### src/rtl/decoder_seq.sv
// Registered binary-to-one-hot decoder with direct and auto-scan modes; all outputs one cycle after inputs.
// Optional sticky out-of-range flag `err` enabled by defining DECODER_SEQ_ERR_EN.
module decoder_seq #(
  parameter int SEL_W     = 5,
  parameter int OUT_N     = 32,
  parameter bit MASK_ZERO = 1'b1
) (
  input  logic             clock,
  input  logic             reset_n,
  input  logic             enable,
  input  logic             mode,
  input  logic [SEL_W-1:0] sel_in,
  input  logic             load,
  input  logic             step,
  output logic [OUT_N-1:0] out,
  output logic             out_valid,
  output logic [SEL_W-1:0] cur_sel,
  output logic             wrap
`ifdef DECODER_SEQ_ERR_EN
  ,
  output logic             err
`endif
);

  typedef enum logic [1:0] {ST_IDLE, ST_DIRECT, ST_SCAN} state_e;

  localparam logic [SEL_W:0]   LIMIT = (SEL_W+1)'(OUT_N);
  localparam logic [SEL_W-1:0] LAST  = SEL_W'(OUT_N - 1);

  state_e           state_q, state_d;
  logic [SEL_W-1:0] cnt_q, cnt_d;
  logic [SEL_W-1:0] idx_q, idx_d;
  logic             hit_q, hit_d;
  logic             wrap_q, wrap_d;
  logic             sel_ok;
`ifdef DECODER_SEQ_ERR_EN
  logic             err_q, err_d;
`endif

  assign sel_ok = ({1'b0, sel_in} < LIMIT);

  always_comb begin
    state_d = ST_IDLE;
    cnt_d   = cnt_q;
    idx_d   = '0;
    hit_d   = 1'b0;
    wrap_d  = 1'b0;
`ifdef DECODER_SEQ_ERR_EN
    err_d   = err_q;
`endif
    if (enable) state_d = mode ? ST_SCAN : ST_DIRECT;

    case (state_d)
      ST_DIRECT: begin
        idx_d = sel_in;
        hit_d = sel_ok;
`ifdef DECODER_SEQ_ERR_EN
        if (!sel_ok) err_d = 1'b1;
`endif
      end
      ST_SCAN: begin
        if (load) begin
          cnt_d = sel_ok ? sel_in : '0;
`ifdef DECODER_SEQ_ERR_EN
          err_d = !sel_ok;
`endif
        end else if (step) begin
          if (cnt_q == LAST) begin
            cnt_d  = '0;
            wrap_d = 1'b1;
          end else begin
            cnt_d = cnt_q + 1'b1;
          end
        end
        // Outputs follow the counter value this edge produces, not the old one.
        idx_d = cnt_d;
        hit_d = 1'b1;
      end
      default: ;
    endcase

    if (MASK_ZERO && idx_d == '0) hit_d = 1'b0;
    if (!hit_d) idx_d = '0;
  end

  always_ff @(posedge clock or negedge reset_n) begin
    if (!reset_n) begin
      state_q <= ST_IDLE;
      cnt_q   <= '0;
      idx_q   <= '0;
      hit_q   <= 1'b0;
      wrap_q  <= 1'b0;
    end else begin
      state_q <= state_d;
      cnt_q   <= cnt_d;
      idx_q   <= idx_d;
      hit_q   <= hit_d;
      wrap_q  <= wrap_d;
    end
  end

`ifdef DECODER_SEQ_ERR_EN
  always_ff @(posedge clock or negedge reset_n) begin
    if (!reset_n) err_q <= 1'b0;
    else          err_q <= err_d;
  end
  assign err = err_q;
`endif

  assign out_valid = hit_q && (state_q != ST_IDLE);
  assign cur_sel   = idx_q;
  assign wrap      = wrap_q;

  always_comb begin
    out = '0;
    for (int i = 0; i < OUT_N; i++) out[i] = out_valid && (cur_sel == SEL_W'(i));
  end

endmodule

### config.mk
export PLATFORM = sky130hd
export DESIGN_NAME = decoder_seq
export DESIGN_NICKNAME = d
export VERILOG_FILES = /design/src/rtl/decoder_seq.sv
export SDC_FILE = /design/constraint.sdc
export NUM_CORES = 1
export LEC_CHECK = 0
export CORE_AREA = 3 3 59 50
export DETAILED_ROUTE_END_ITERATION = 7
export DIE_AREA = 0 0 62 53
export GPL_ROUTABILITY_DRIVEN = 0
export PLACE_DENSITY = 0.79
export SLEW_MARGIN = 40
export SYNTH_ARGS = -nofsm -noshare
export SYNTH_HDL_FRONTEND = slang
export SYNTH_SLANG_ARGS = --single-unit
### constraint.sdc
create_clock -name clock -period 5.2 [get_ports clock]
set_input_delay 0.52 -clock clock [delete_from_list [all_inputs] [get_ports clock]]
set_output_delay 0.52 -clock clock [all_outputs]
set_load 0.01 [all_outputs]
Word-level counts from Yosys, hierarchy flattened. Cells that the tools add are included.

Word-level logic and storage cells: 90. Output and inout port bits: 39. Input bits: 11. Bits in writable memories: 0. Bits in registers: 14. Memories: 0. Memory bits (read-only): 0. Bits in latches: 0.

Bitwise operators: 0. Multiply operators: 0. Magnitude comparators: 0. Add/subtract/negate cells: 1. Mux-type cells: 13. Shift-type cells: 0. Reductions and logical operators: 37. Equal/unequal tests: 34. Divide/modulo/power cells: 0.

Operator list (number): equality test 5 bit, second input constant (17); equality test 5 x 4 -> 1 bit, second input constant (8); logical AND 1 bit (33); equality test 5 x 3 -> 1 bit, second input constant (4); 2-to-1 mux 5 bit (4); equality test 5 x 2 -> 1 bit, second input constant (2); zero test 5 bit (2); one-hot mux 5 bit (2 select lines) (1); 2-to-1 mux 1 bit (6); adder 5 x 1 -> 5 bit, second input constant (1); equality test 5 x 1 -> 1 bit, second input constant (1); 2-to-1 mux 2 bit (2); equality test 2 x 1 -> 1 bit, second input constant (1); equality test 2 bit, second input constant (1); nonzero test 2 bit (1); OR reduction 2 bit (1).

Depth between registers and ports, before layout. Gate-level depths: netlist of the first run.

Depth after elaboration: 8. Gate-level depth with buffers: 7. Mapped depth without buffers: 7.

Worst setup path before layout of the first run. Ideal clock, no wire load.

Path type: register to register. Start: register cnt_q[0]. End: register hit_q. Arrival time: 1.827 ns. Setup time: 0.129 ns. Clock period less this slack: 1.956 ns. Buffers on the path: 0. Cell stages (with the launch flop): 8. Path slack: 3.244 ns. Required time: 5.071 ns. Cells stage by stage: dfrtp_1 ha_1 and3_1 ha_1 nand2_1 nand3b_2 a221o_1 o41a_1.

Cells in the longest elaborated chain, start to end: 7. Elaborated cells on any way between the ends: 8. Classes of those cells: 1 x add/sub; 1 x eq/ne; 5 x mux; 1 x reduce/logical.

Ends and longest elaborated chain: start: declaration (RTL line 31) `logic [SEL_W-1:0] cnt_q, cnt_d;`; start signal: assignment (RTL line 95) `cnt_q <= cnt_d;`; adder 5 x 1 -> 5 bit / equality test 5 bit (equally long branches) (RTL line 72, 68); 2-to-1 mux 5 bit (RTL line 68) `if (cnt_q == LAST) begin`; 2-to-1 mux 5 bit * (RTL line 67) `end else if (step) begin`; 2-to-1 mux 5 bit * (RTL line 62) `if (load) begin`; one-hot mux 5 bit (2 select lines) * (RTL line 53) `case (state_d)`; zero test 5 bit * (RTL line 82) `if (MASK_ZERO && idx_d == '0) hit_d = 1'b0;`; 2-to-1 mux 1 bit * (RTL line 82); net hit_d (RTL line 33) `logic hit_q, hit_d;`; end signal: assignment (RTL line 97) `hit_q <= hit_d;`; end: declaration (RTL line 33).

The timed path passes the listed nets; every way through them passes the cells marked *. A chain may end at the register's enable or synchronous reset.

Worst setup path after layout of the first run.
Start: register hit_q. End: output out[15].

Cells in the longest elaborated chain, start to end: 2.

Ends and longest elaborated chain: logical AND 1 bit (RTL line 110) `assign out_valid = hit_q && (state_q != ST_IDLE);`; logical AND 1 bit (RTL line 116) `for (int i = 0; i < OUT_N; i++) out[i] = out_valid && (cur_sel == SEL_W'(i));`; end: declaration (RTL line 15) `output logic [OUT_N-1:0] out,`.

Every way passes these cells.

==> summary.md, run 1 <==
| Metric | Value |
|---|---|
| Row count | 16 |
| Final min period | 2420 ps |
| Chip height | 53 µm |
| Worst Path Class, Setup | register to primary output |
| Core region area | 2420 µm² |
| Sw power | 87.6 µW |
| Post-place setup slack | 2800 ps |
| Sequential-to-total area share from yosys stat | 0.364 |
| Syn-to-layout area delta | 54.8% |
| Hold Path Class | register to register |
| Routed len/inst | 12.7 µm |
| Initial antenna violation count | 0 |
| IO buf count | 49 |
| Internal power | 189 µW |
| WL final | 2650 µm |
| Area occupied by multi-input gates | 564 µm² |
| Ys Warns | 0 |
| CP Data Required Time | 4680 ps |
| Postcts setup bufs | 0 |
| Post-synth EDFFs | 0 |
| Layout fillers | 221 |
| DR vias/cell | 4.88 |
| CTS tree | done |
| Slowest cell on the critical path | clkdlybuf4s50_1 |
| Horiz. Die Dim | 62 µm |
| Max VDD drop | 0.000194 V |
| Total power | 277 µW |
| Reg clk slew, reported paths | 70 ps |
| Status | completed |
| CTS Sinks | 14 |
| Register Area | 350 µm² |
| Tcrit/Tclk final | 0.465 |
| Worst Slack Setup Final | 2780 ps |
| Grt total ovfl | 0 |
| Largest net degree at the start of global routing | 15 |
| Vias in the first global route | 926 |
| Commonest cells after routing, fill and taps aside | 49 x clkdlybuf4s50_1, 36 x nor2_1, 15 x nand2_1 |
| Final hold slack | 577 ps |
| Die area | 3290 µm² |
| Placed cell count | 205 |
| Max stage delay on crit path | 550 ps |
| Synth async-reset ratio | 1.00 |
| Max frequency | 414 MHz |
| Synthesized cell area | 963 µm² |
| DRC | 0 |
| Clock Tree Buf Depth | 2 |
| Fin cells | 208 |
| Max Fanout on Critical Path | 4 |
| Crit start category | register |
| Syn_nets | 138 |
| Most common cell after layout, fill and taps aside | clkdlybuf4s50_1 |
| Starting Density | 0.398 |
| Sw Ratio | 0.317 |
| Max-slew violations | 0 |
| Clock Latency Late Sink | 270 ps |
| Root buf cell | clkbuf_4 |
| Crit-path cells | o21a_1, nor2b_1, nand3_1, nor2_1, clkdlybuf4s50_1 |
| Cts bufs inserted | 3 |
| Layout cells sized above 1 | 0.0698 |
| Vias after detailed routing | 1014 |
| First-pass DRT Iterations | 4 |
| Final setup viols | 0 |
| Slew at the pin closest to its max-slew limit | 599 ps |
| CTS resizes | 0 |
| Max-cap viol count | 0 |
| Hold Buf Count CTS | 0 |
| Antenna diodes | 0 |
| Synth Instances | 125 |
| Unique masters post-synth | 39 |
| Nets | 187 |
| Slew headroom | 0.600 |
| RSZ-0062 raised after global routing | no |
| Seq pwr share | 0.491 |
| Leakage power | 0.000598 µW |
| Seq cells post-synth | 14 |
| Worst Setup End Kind | primary output |
| Combinational share of power | 0.306 |
| Synth Flop Type | dfrtp_1 |
| Post-DRT Antenna Nets | 0 |
| Hpwl dp | 2220 µm |
| H-tree depth | 1 |
| Mean Syn Cell Area | 7.71 µm² |
| Clock Skew | 4.96 ps |
| Power Density | 185 nW/µm² |
| Clock Power Share | 0.203 |
| # IOs | 50 |
| Setup TNS Final | 0 ps |
| Final Hold Viols | 0 |
| Critical path arrival | 1900 ps |
| Starting DRT DRC Count | 60 |
| GRT Resource Usage Total | 0.174 |
| Global-route wire length before repair | 4230 µm |
-- cell usage after synthesis, types with 2 or more instances --
library cell,instances,share of area
o22ai_1,2,0.013
nand2_1,15,0.058
nand3_1,4,0.021
nor2b_1,3,0.019
dfrtp_1,14,0.36
buf_1,2,0.0078
o21ai_0,4,0.021
a31oi_1,2,0.013
xnor2_1,2,0.018
inv_1,4,0.016
ha_1,2,0.026
nor2_1,36,0.14
a21o_1,2,0.016
nand2b_1,2,0.013
o21a_1,4,0.031
a21oi_1,4,0.021
-- stage by stage --
step | cell area (µm²) | utilization
floorplan | 963 | -
CTS | 1490 | 0.616
global placement | 1470 | 0.606
global route | 1490 | 0.616
detailed placement | 1470 | 0.606
finish | 1490 | 0.616
-- metal layers --
metal  wire length [µm]  vias up  GRT usage
met2               1290       31      0.276
met1               1210      470      0.239
met4                  0        0     0.0283
met5                  0        -          0
met3                148        0     0.0463
li1                   -      513          -
-- registers in the layout (all words and copies together), names as in the netlist --
signal   flops
cnt_q        5
cur_sel      5
hit_q        1
state_q      2
wrap         1
-- cell families (layout without fill, tap and decap cells) --
group	Yosys count	count (layout)	share of synthesized area
AO/OA/AOI/OAI	24	24	0.178
XOR/XNOR	3	3	0.0273
adder cells (fa/ha/maj)	2	2	0.0260
buffers and inverters	10	57	0.0506
flip-flops	14	14	0.364
AND/OR/NAND/NOR	72	72	0.355
-- power groups by stage --
| stage | combinational (µW) | clock, µW | sequential, µW |
|---|---|---|---|
| global route | 94.2 | 63.8 | 138 |
| detailed placement | 84.2 | 0 | 137 |
| CTS | 84.7 | 58.8 | 136 |
| global placement | 83.0 | 0 | 137 |
| finish | 84.5 | 56.2 | 136 |
| floorplan | 52.6 | 0 | 136 |
-- critical path, delay by kind of cell, from the launching register on --
kind            cells  cell delay (ps)
simple gates        3              570
compound gates      1              160
flops               1              350
buf+inv             1              550
-- worst paths after layout --
check | startpoint | to | slack (ps) | cells after the start
max reg2reg | cnt_q[0] | hit_q | 3110 | 7
min in group asynchronous | reset_n | cnt_q[1] | 620 | 1
max | hit_q | out[15] | 2780 | 5
max in group asynchronous | reset_n | cnt_q[2] | 4180 | 1
min | cnt_q[1] | cnt_q[1] | 580 | 2
min reg2reg | cnt_q[1] | cnt_q[1] | 580 | 2
-- final cells by class --
type                            count  area share
Inverter                            5      0.0126
Tap cell                           36      0.0302
Clock buffer                        3      0.0151
Sequential cell                    14       0.235
Multi-Input combinational cell    101       0.378
Timing Repair Buffer               49       0.329
No activity file was read; power rests on OpenSTA's default activity.
==> run 2, diff against run 1 <==
--- a/config.mk
+++ b/config.mk
@@ -5,11 +5,11 @@
 export SDC_FILE = /design/constraint.sdc
 export NUM_CORES = 1
 export LEC_CHECK = 0
-export CORE_AREA = 3 3 59 50
+export CORE_AREA = 3 3 60 51
 export DETAILED_ROUTE_END_ITERATION = 7
-export DIE_AREA = 0 0 62 53
+export DIE_AREA = 0 0 63 54
 export GPL_ROUTABILITY_DRIVEN = 0
-export PLACE_DENSITY = 0.79
+export PLACE_DENSITY = 0.77
 export SLEW_MARGIN = 40
 export SYNTH_ARGS = -nofsm -noshare
 export SYNTH_HDL_FRONTEND = slang
==> constraint.sdc (replaced) <==
create_clock -name clock -period 2.4 [get_ports clock]
set_input_delay 0.24 -clock clock [delete_from_list [all_inputs] [get_ports clock]]
set_output_delay 0.24 -clock clock [all_outputs]
set_load 0.01 [all_outputs]
==> run 2 against run 1 <==
  * Clock-buffer cell count rose by 1
  * Non-clock buffer count did not move
  * Global-route usage rose by 1.0 points
  * Combinational power rose by 120%
  * Core utilization fell by 0.44 points
  * Worst setup slack got worse by 2500 ps
  * Cell area rose by 0.92%
  * Total power rose by 140%
  * Clock skew fell by 3.6 ps
  * Worst hold slack got worse by 240 ps
==> summary.md, run 2 (same netlist as run 1, synthesis figures left out) <==
| Metric | Value |
|---|---|
| Status | completed (unchanged) |
| Total power | 651 µW (was 277 µW) |
| Crit start category | register (unchanged) |
| DR vias/cell | 5.09 (was 4.88) |
| Starting Density | 0.391 (was 0.398) |
| Nets | 187 (unchanged) |
| Setup TNS Final | 0 ps (unchanged) |
| IO buf count | 49 (unchanged) |
| Clock Tree Buf Depth | 2 (unchanged) |
| GRT Resource Usage Total | 0.185 (was 0.174) |
| Postcts setup bufs | 0 (unchanged) |
| Reg clk slew, reported paths | 80 ps (was 70 ps) |
| Hpwl dp | 2480 µm (was 2220 µm) |
| Max Fanout on Critical Path | 4 (unchanged) |
| Starting DRT DRC Count | 48 (was 60) |
| H-tree depth | 1 (unchanged) |
| Max VDD drop | 0.000408 V (was 0.000194 V) |
| Hold Buf Count CTS | 0 (unchanged) |
| Row count | 16 (unchanged) |
| CP Data Required Time | 2160 ps (was 4680 ps) |
| Post-place setup slack | 289 ps (was 2800 ps) |
| Syn-to-layout area delta | 56.2% (was 54.8%) |
| Final min period | 2160 ps |
| Clock Latency Late Sink | 280 ps (was 270 ps) |
| Max-cap viol count | 0 (unchanged) |
| Power Density | 432 nW/µm² (was 185 nW/µm²) |
| Critical path arrival | 1920 ps (was 1900 ps) |
| Leakage power | 0.000606 µW (was 0.000598 µW) |
| Final hold slack | 339 ps (was 577 ps) |
| Cts bufs inserted | 3 (unchanged) |
| Vias in the first global route | 1036 (was 926) |
| Horiz. Die Dim | 63 µm (was 62 µm) |
| Crit-path cells | o21a_1, nor2b_1, nand2_1, nor2_1, clkdlybuf4s50_1 (was o21a_1, nor2b_1, nand3_1, nor2_1, clkdlybuf4s50_1) |
| Final setup viols | 0 (unchanged) |
| Root buf cell | clkbuf_4 (unchanged) |
| Routed len/inst | 14.5 µm (was 12.7 µm) |
| Max-slew violations | 0 (unchanged) |
| Max frequency | 463 MHz |
| Post-DRT Antenna Nets | 0 (unchanged) |
| Most common cell after layout, fill and taps aside | clkdlybuf4s50_1 (unchanged) |
| Worst Slack Setup Final | 240 ps (was 2780 ps) |
| RSZ-0062 raised after global routing | no (unchanged) |
| Layout cells sized above 1 | 0.0751 (was 0.0698) |
| # IOs | 50 (unchanged) |
| Initial antenna violation count | 0 (unchanged) |
| Hold Path Class | input port to async pin (was register to register) |
| Commonest cells after routing, fill and taps aside | 49 x clkdlybuf4s50_1, 36 x nor2_1, 15 x nand2_1 (unchanged) |
| Slew headroom | 0.585 (was 0.600) |
| DRC | 0 (unchanged) |
| Chip height | 54 µm (was 53 µm) |
| Largest net degree at the start of global routing | 15 (unchanged) |
| Antenna diodes | 0 (unchanged) |
| Clock Skew | 1.32 ps (was 4.96 ps) |
| Global-route wire length before repair | 4830 µm (was 4230 µm) |
| Core region area | 2460 µm² (was 2420 µm²) |
| CTS Sinks | 14 (unchanged) |
| CTS tree | done (unchanged) |
| Final Hold Viols | 0 (unchanged) |
| First-pass DRT Iterations | 5 (was 4) |
| Worst Setup End Kind | primary output (unchanged) |
| Grt total ovfl | 0 (unchanged) |
| Slowest cell on the critical path | clkdlybuf4s50_1 (unchanged) |
| Slew at the pin closest to its max-slew limit | 620 ps (was 599 ps) |
| Max stage delay on crit path | 550 ps (about the same) |
| Die area | 3400 µm² (was 3290 µm²) |
| CTS resizes | 0 (unchanged) |
| Layout fillers | 206 (was 221) |
| Worst Path Class, Setup | register to primary output (unchanged) |
| Tcrit/Tclk final | 0.900 |
| Vias after detailed routing | 1064 (was 1014) |
| WL final | 3030 µm (was 2650 µm) |
run 2: changes by cell type in the layout (fill, tap and decap cells not counted), sizes merged:
cell and change:
clkbuf +1
run 2: per-stage QoR:
step | area (µm²) | cells | util
2_1_floorplan | 963 | 125 | -
3_3_place_gp | 1470 | 205 | 0.597
3_5_place_dp | 1470 | 205 | 0.597
4_1_cts | 1510 | 209 | 0.611
5_1_grt | 1510 | 209 | 0.611
6_report | 1510 | 209 | 0.611
run 2: layer usage:
| layer | track usage | vias to the layer above | share of wire |
|---|---|---|---|
| li1 | - | 521 | - |
| met1 | 0.215 | 500 | 0.41 |
| met2 | 0.335 | 37 | 0.53 |
| met3 | 0.0438 | 6 | 0.043 |
| met4 | 0.0733 | 0 | 0.017 |
| met5 | 0 | - | 0 |
run 2: area by class of cell:
class	count	area, µm²	share of cell area
flip-flops and latches	14	350	0.233
well taps	36	45.0	0.0299
clock buffers	4	36.3	0.0241
repair buffers	49	490	0.326
inverters	5	18.8	0.0125
multi-input cells	101	564	0.375
run 2: path summary, 6_finish.rpt:
kind,start,to,slack [ps],depth (start not counted)
setup / recovery,state_q[1],out[3],240,5
min in group clock,cnt_q[1],cnt_q[1],580,2
hold / removal,reset_n,cnt_q[1],340,1
max in group asynchronous,reset_n,cnt_q[4],1660,1
setup reg to reg,cnt_q[0],hit_q,300,7
hold reg to reg,cnt_q[1],cnt_q[1],580,2
run 2: worst max-delay path: cells and delay by family, from the launching register on:
kind	cells	cell delay, ps
buffers and inverters	1	550
AO/OA/AOI/OAI	1	150
AND/OR/NAND/NOR	3	600
flip-flops	1	330
run 2: where the power goes:
| part | leakage [µW] | switching, µW | internal (µW) |
|---|---|---|---|
| combinational | 0.000408 | 98.0 | 88.8 |
| sequential | 0.000177 | 32.4 | 263 |
| clock | 0.0000210 | 76.3 | 92.4 |
